### config.mk
export PLATFORM = sky130hd
export DESIGN_NAME = key_event_gen
export DESIGN_NICKNAME = d
export VERILOG_FILES = /design/src/rtl/key_event_gen.sv
export SDC_FILE = /design/constraint.sdc
export NUM_CORES = 1
export LEC_CHECK = 0
export BUFFER_PORTS_ARGS = -buffer_cell sky130_fd_sc_hd__buf_2
export CORE_MARGIN = 2
export CORE_UTILIZATION = 55
export CTS_BUF_LIST = sky130_fd_sc_hd__clkbuf_4 sky130_fd_sc_hd__clkbuf_8
export DETAILED_ROUTE_END_ITERATION = 8
export GPL_TIMING_DRIVEN = 0
export PLACE_DENSITY = 0.78
export SYNTH_ARGS = -nofsm -noshare
export SYNTH_HDL_FRONTEND = slang
export SYNTH_SLANG_ARGS = --single-unit
### constraint.sdc
create_clock -name i_clk -period 4.9 [get_ports i_clk]
set_input_delay 1.225 -clock i_clk [delete_from_list [all_inputs] [get_ports i_clk]]
set_output_delay 1.225 -clock i_clk [all_outputs]
set_load 0.02 [all_outputs]
### src/rtl/key_event_gen.sv
// Key event generator: turns debounced key levels into PRESS/RELEASE/LONG/REPEAT events on a valid/ready output.
// Define KEY_EVENT_GEN_REPEAT_EN to enable auto-repeat while a key stays long-held.
module key_event_gen #(
    parameter int p_KEYS         = 4,
    parameter int p_IDX_WIDTH    = 2,
    parameter int p_TICK_WIDTH   = 4,
    parameter int p_LONG_TICKS   = 8,
    parameter int p_REPEAT_TICKS = 4
) (
    input  logic                   i_clk,
    input  logic                   i_rst_n,
    input  logic [p_KEYS-1:0]      iv_keys,
    input  logic                   i_ready,
    output logic                   o_valid,
    output logic [p_IDX_WIDTH-1:0] ov_key,
    output logic [1:0]             ov_type,
    output logic                   o_overflow
);

    typedef enum logic [1:0] {
        ST_IDLE     = 2'd0,
        ST_HELD     = 2'd1,
        ST_LONGHELD = 2'd2
    } state_t;

    localparam logic [1:0] EV_PRESS   = 2'd0;
    localparam logic [1:0] EV_RELEASE = 2'd1;
    localparam logic [1:0] EV_LONG    = 2'd2;
    localparam logic [1:0] EV_REPEAT  = 2'd3;

    localparam logic [7:0] LONG_LIM   = 8'(p_LONG_TICKS);
    localparam logic [7:0] REPEAT_LIM = 8'(p_REPEAT_TICKS);

    generate
        if (p_KEYS < 1 || p_KEYS > 16 || (1 << p_IDX_WIDTH) < p_KEYS ||
            p_LONG_TICKS < 1 || p_LONG_TICKS > 255 ||
            p_REPEAT_TICKS < 1 || p_REPEAT_TICKS > 255 || p_TICK_WIDTH < 1) begin : g_param_check
            $error("key_event_gen: illegal parameter combination");
        end
    endgenerate

    logic [p_KEYS-1:0]       rv_keys_q, rv_keys_d;
    logic [p_TICK_WIDTH-1:0] presc_q, presc_d;
    logic                    tick;

    state_t                  state_q [p_KEYS];
    state_t                  state_d [p_KEYS];
    logic [7:0]              cnt_q   [p_KEYS];
    logic [7:0]              cnt_d   [p_KEYS];
    logic [p_KEYS-1:0]       emit;
    logic [1:0]              emit_type [p_KEYS];

    logic [p_KEYS-1:0]       pend_q, pend_d;
    logic [1:0]              ptype_q [p_KEYS];
    logic [1:0]              ptype_d [p_KEYS];

    logic                    valid_q, valid_d;
    logic [p_IDX_WIDTH-1:0]  key_q, key_d;
    logic [1:0]              type_q, type_d;
    logic                    ovf_q, ovf_d;

    logic                    load;
    logic                    any_pend;
    logic [p_IDX_WIDTH-1:0]  sel;
    logic [1:0]              sel_type;
    logic [p_KEYS-1:0]       sel_onehot;
    logic [p_KEYS-1:0]       drain;

    assign tick = &presc_q;

    always_comb begin
        rv_keys_d = iv_keys;
        presc_d   = presc_q + 1'b1;
    end

    // Per-key FSMs; a release always wins over a tick in the same cycle.
    always_comb begin
        for (int k = 0; k < p_KEYS; k++) begin
            state_d[k]   = state_q[k];
            cnt_d[k]     = cnt_q[k];
            emit[k]      = 1'b0;
            emit_type[k] = EV_PRESS;
            case (state_q[k])
                ST_IDLE: begin
                    if (rv_keys_q[k]) begin
                        emit[k]    = 1'b1;
                        cnt_d[k]   = 8'd0;
                        state_d[k] = ST_HELD;
                    end
                end
                ST_HELD: begin
                    if (!rv_keys_q[k]) begin
                        emit[k]      = 1'b1;
                        emit_type[k] = EV_RELEASE;
                        state_d[k]   = ST_IDLE;
                    end else if (tick) begin
                        if (cnt_q[k] + 8'd1 == LONG_LIM) begin
                            emit[k]      = 1'b1;
                            emit_type[k] = EV_LONG;
                            cnt_d[k]     = 8'd0;
                            state_d[k]   = ST_LONGHELD;
                        end else begin
                            cnt_d[k] = cnt_q[k] + 8'd1;
                        end
                    end
                end
                ST_LONGHELD: begin
`ifdef KEY_EVENT_GEN_REPEAT_EN
                    if (!rv_keys_q[k]) begin
                        emit[k]      = 1'b1;
                        emit_type[k] = EV_RELEASE;
                        state_d[k]   = ST_IDLE;
                    end else if (tick) begin
                        if (cnt_q[k] + 8'd1 == REPEAT_LIM) begin
                            emit[k]      = 1'b1;
                            emit_type[k] = EV_REPEAT;
                            cnt_d[k]     = 8'd0;
                        end else begin
                            cnt_d[k] = cnt_q[k] + 8'd1;
                        end
                    end
`else
                    if (!rv_keys_q[k]) begin
                        emit[k]      = 1'b1;
                        emit_type[k] = EV_RELEASE;
                        state_d[k]   = ST_IDLE;
                    end
`endif
                end
                default: state_d[k] = ST_IDLE;
            endcase
        end
    end

    // Output register picks the lowest-index pending slot whenever it is free or being accepted.
    always_comb begin
        any_pend   = |pend_q;
        sel        = '0;
        sel_type   = EV_PRESS;
        sel_onehot = '0;
        for (int i = p_KEYS - 1; i >= 0; i--) begin
            if (pend_q[i]) begin
                sel           = p_IDX_WIDTH'(i);
                sel_type      = ptype_q[i];
                sel_onehot    = '0;
                sel_onehot[i] = 1'b1;
            end
        end
        load    = !valid_q || i_ready;
        drain   = load ? sel_onehot : '0;
        valid_d = valid_q;
        key_d   = key_q;
        type_d  = type_q;
        if (load) begin
            valid_d = any_pend;
            if (any_pend) begin
                key_d  = sel;
                type_d = sel_type;
            end
        end
    end

    // A fresh event always lands in its slot; it only counts as overflow if the old one was not drained.
    always_comb begin
        ovf_d = ovf_q;
        for (int k = 0; k < p_KEYS; k++) begin
            pend_d[k]  = pend_q[k] & ~drain[k];
            ptype_d[k] = ptype_q[k];
            if (emit[k]) begin
                if (pend_q[k] && !drain[k]) begin
                    ovf_d = 1'b1;
                end
                pend_d[k]  = 1'b1;
                ptype_d[k] = emit_type[k];
            end
        end
    end

    always_ff @(posedge i_clk or negedge i_rst_n) begin
        if (!i_rst_n) begin
            rv_keys_q <= '0;
            presc_q   <= '0;
            pend_q    <= '0;
            valid_q   <= 1'b0;
            key_q     <= '0;
            type_q    <= 2'd0;
            ovf_q     <= 1'b0;
            for (int k = 0; k < p_KEYS; k++) begin
                state_q[k] <= ST_IDLE;
                cnt_q[k]   <= 8'd0;
                ptype_q[k] <= 2'd0;
            end
        end else begin
            rv_keys_q <= rv_keys_d;
            presc_q   <= presc_d;
            pend_q    <= pend_d;
            valid_q   <= valid_d;
            key_q     <= key_d;
            type_q    <= type_d;
            ovf_q     <= ovf_d;
            for (int k = 0; k < p_KEYS; k++) begin
                state_q[k] <= state_d[k];
                cnt_q[k]   <= cnt_d[k];
                ptype_q[k] <= ptype_d[k];
            end
        end
    end

    assign o_valid    = valid_q;
    assign ov_key     = key_q;
    assign ov_type    = type_q;
    assign o_overflow = ovf_q;

endmodule

==> metrics <==
clock sink count=66; outcome=complete, no violations; source-to-sink clock delay at the later pin of the worst-skew pair=~0.35 ns; setup repair after global routing missed its margin=no; CTS H-tree lvls=3; average wire per standard cell=13.6 um; setup ws final=2.74 ns; P_int=between 0.9 and 1 mW; number of I/O port buffers=12; Final Routed Wirelength=7560 um; post-synth cell types=63; Max clock buf depth=2; worst hold path cell count=1; Area Overhead vs Synth=9.18%; final count of hold timing violations=0; final max-slew violation count=0; fin crit share=44.1%; worst slack at placement=2.60 ns; Post-Syn Area=~3900 um2; family of cells with the greatest summed delay on the critical path=flip-flops; Setup TNS Final=0 ns; Inserted Clock Buffers=9; total congestion overflow after global routing=0; kind of critical path=flop to primary output; Clock power frac=26.7%; total power consumption of the routed design=1.55 mW; buffering stage count on the worst path with inverters included=1; Synthesis Warnings=0; share of cells above drive strength 1=11.8%; Util after Layout=62.3%; Post-route DRC=0; number of inserted diodes=0; part of the total power dissipated in sequential elements=between 40 and 50%; total leakage power=1.87 nW; fill count=587; number of cells on the critical path=1; cell row count=30; most instantiated library cell after synthesis=dfrtp_1; routability congestion estimate=0.839; Synth top cells by count=66 x dfrtp_1, 60 x nand2_1, 54 x o21ai_0, 24 x nor2_1; Highest Clock Rate=0.463 GHz; critical-path cell list=buf_2; count of instances resized after the clock tree is built=0; number of DRC markers after the initial detailed-route iteration=132; combinational share of power=28.4%; detailed-placement wirelength estimate=5250 um; number of cells on the worst reg-to-reg path=7; maximum fanout encountered on the critical timing path=3; antenna violations before repair=0; count of hold-fix buffers inserted at cts=0; maximum single-stage delay on the critical path=0.41 ns; maximum number of pins on one net before global-route repair=67; type of destination of the critical path=primary output; number of search-and-repair iterations in the first detailed-routing pass=4; Worst Setup Start Kind=flop; die width=88.2 um; library cell with the largest summed area after synthesis=dfrtp_1; Worst-Margin Slew=0.819 ns; syn_area_per_cell=9.07 um2; Yosys reg bits=66; Synth async-reset ratio=100%; dominant register cell in the synthesized netlist=dfrtp_1; I/O pin total=13; Core Area=6830 um2; Die Ht=around 88 um; Tightest Hold Check Type=flop to flop; cell at the root of the clock tree=clkbuf_8; final period demand of the worst path=2.16 ns; via count=3209; wire length of the first global-routing pass=about 13000 um; Crit-path slowest cell=dfrtp_1; top area cells in the synthesized netlist=dfrtp_1 42%, ha_1 7.1%, o21ai_0 6.9%; total nets after synthesis=459; Maximum Capacitance Violations=0; fraction of power spent switching nets=36.3%; peak supply drop=0.214 mV; data arrival at the endpoint of the critical path=0.93 ns; average via count per standard cell=5.79; sequential area share after synthesis=42.3%; Reg clk slew, reported paths=0.07 ns; CTS tree=yes; Critical Path RT=roughly 3.7 ns; gate count after technology mapping=430; effective utilization at floorplan=between 50% and 60%; overall die area=7780 um2; Relative slew margins=45.4%; final setup violating endpoints=0; Worst Hold Margin=0.447 ns; setup skew after layout=approximately 0.0073 ns; switching power=0.561 mW; GRT Overall Usage=20.9%; number of nets with antenna violations after routing=0; setup bufs post-CTS=0; net total in the final layout=just under 500; Synth top area share=between 40% and 50%; vias in the first global route=2909; number of enable flip-flop cells after synthesis=0; power density relative to cell area=363 nW/um2
-- worst register-to-register path, cell delays in order (launching register included) --
cell	delay, ns
dfrtp_1	0.45
ha_1	0.30
and4_4	0.18
a211o_1	0.30
o22ai_2	0.18
and3b_4	0.27
nor4_1	0.06
a211o_1	0.27
-- kinds of logic (layout without fill, tap and decap cells) --
kind of cell,after synthesis,in the layout,share of synthesized area [%]
compound gates,128,128,22.2
fa+ha+maj,22,22,7.06
buf+inv,31,59,3.37
xor+xnor,11,11,2.47
mux,6,6,1.57
flops,66,66,42.3
simple gates,166,166,21.0
-- layout by cell type (no fill, tap or decap), drive strengths merged, types with 16 or more instances in the layout --
cell    Yosys  routed
clkbuf      8      19
dfrtp      66      66
buf         7      19
nand2      60      60
inv        16      16
o21ai      57      57
nand3      20      20
ha         22      22
a21oi      22      22
nor2       25      25
-- per-layer routing --
metal	up-vias	track usage, %	wire length, um
li1	1596	-	-
met1	1542	29.2	3740
met2	59	31.4	3390
met3	12	3.58	268
met4	0	10.3	157
met5	-	0	0
-- power by group through the flow --
stage / combinational [mW] / sequential (mW) / clock (mW)
finish: 0.439 / 0.694 / 0.413
global route: 0.504 / 0.706 / 0.444
CTS: 0.439 / 0.694 / 0.421
detailed placement: 0.435 / 0.704 / 0
global placement: 0.419 / 0.699 / 0
floorplan: 0.328 / 0.695 / 0
-- layout make-up --
cell class	count	area [um2]	share of cell area (%)
inverters	16	60.1	1.41
plain buffers	15	71.3	1.67
clock buffers	11	145	3.41
repair buffers	12	62.6	1.47
flip-flops and latches	66	1650	38.8
well taps	96	120	2.82
multi-input cells	333	2120	49.7
clock inverters	5	30.0	0.705
-- registers in the layout, indices dropped and copies added (netlist names) --
| register | count |
|---|---|
| o_valid | 1 |
| presc_q | 4 |
| rv_keys_q | 4 |
| ov_type | 2 |
| pend_q | 4 |
| ptype_q | 8 |
| ov_key | 2 |
| o_overflow | 1 |
| state_q | 8 |
| cnt_q | 32 |
-- metrics by stage --
stage	cells	cell area (um2)
after CTS	554	4260
after floorplan	430	3900
after global routing	554	4260
after global placement	538	4080
after detailed placement	538	4080
final	554	4260
-- path summary, 6_finish.rpt --
path | from | to | slack [ns]
worst max-delay path | ov_key[0] | ov_key[0] | 2.74
worst min-delay path | presc_q[0] | presc_q[0] | 0.45
worst max register to register | cnt_q[8] | cnt_q[11] | 2.77
worst min register to register | presc_q[0] | presc_q[0] | 0.45
max in group asynchronous | i_rst_n | state_q[6] | 3.39
min in group asynchronous | i_rst_n | cnt_q[20] | 0.98
(Power assumes the default switching activity.)
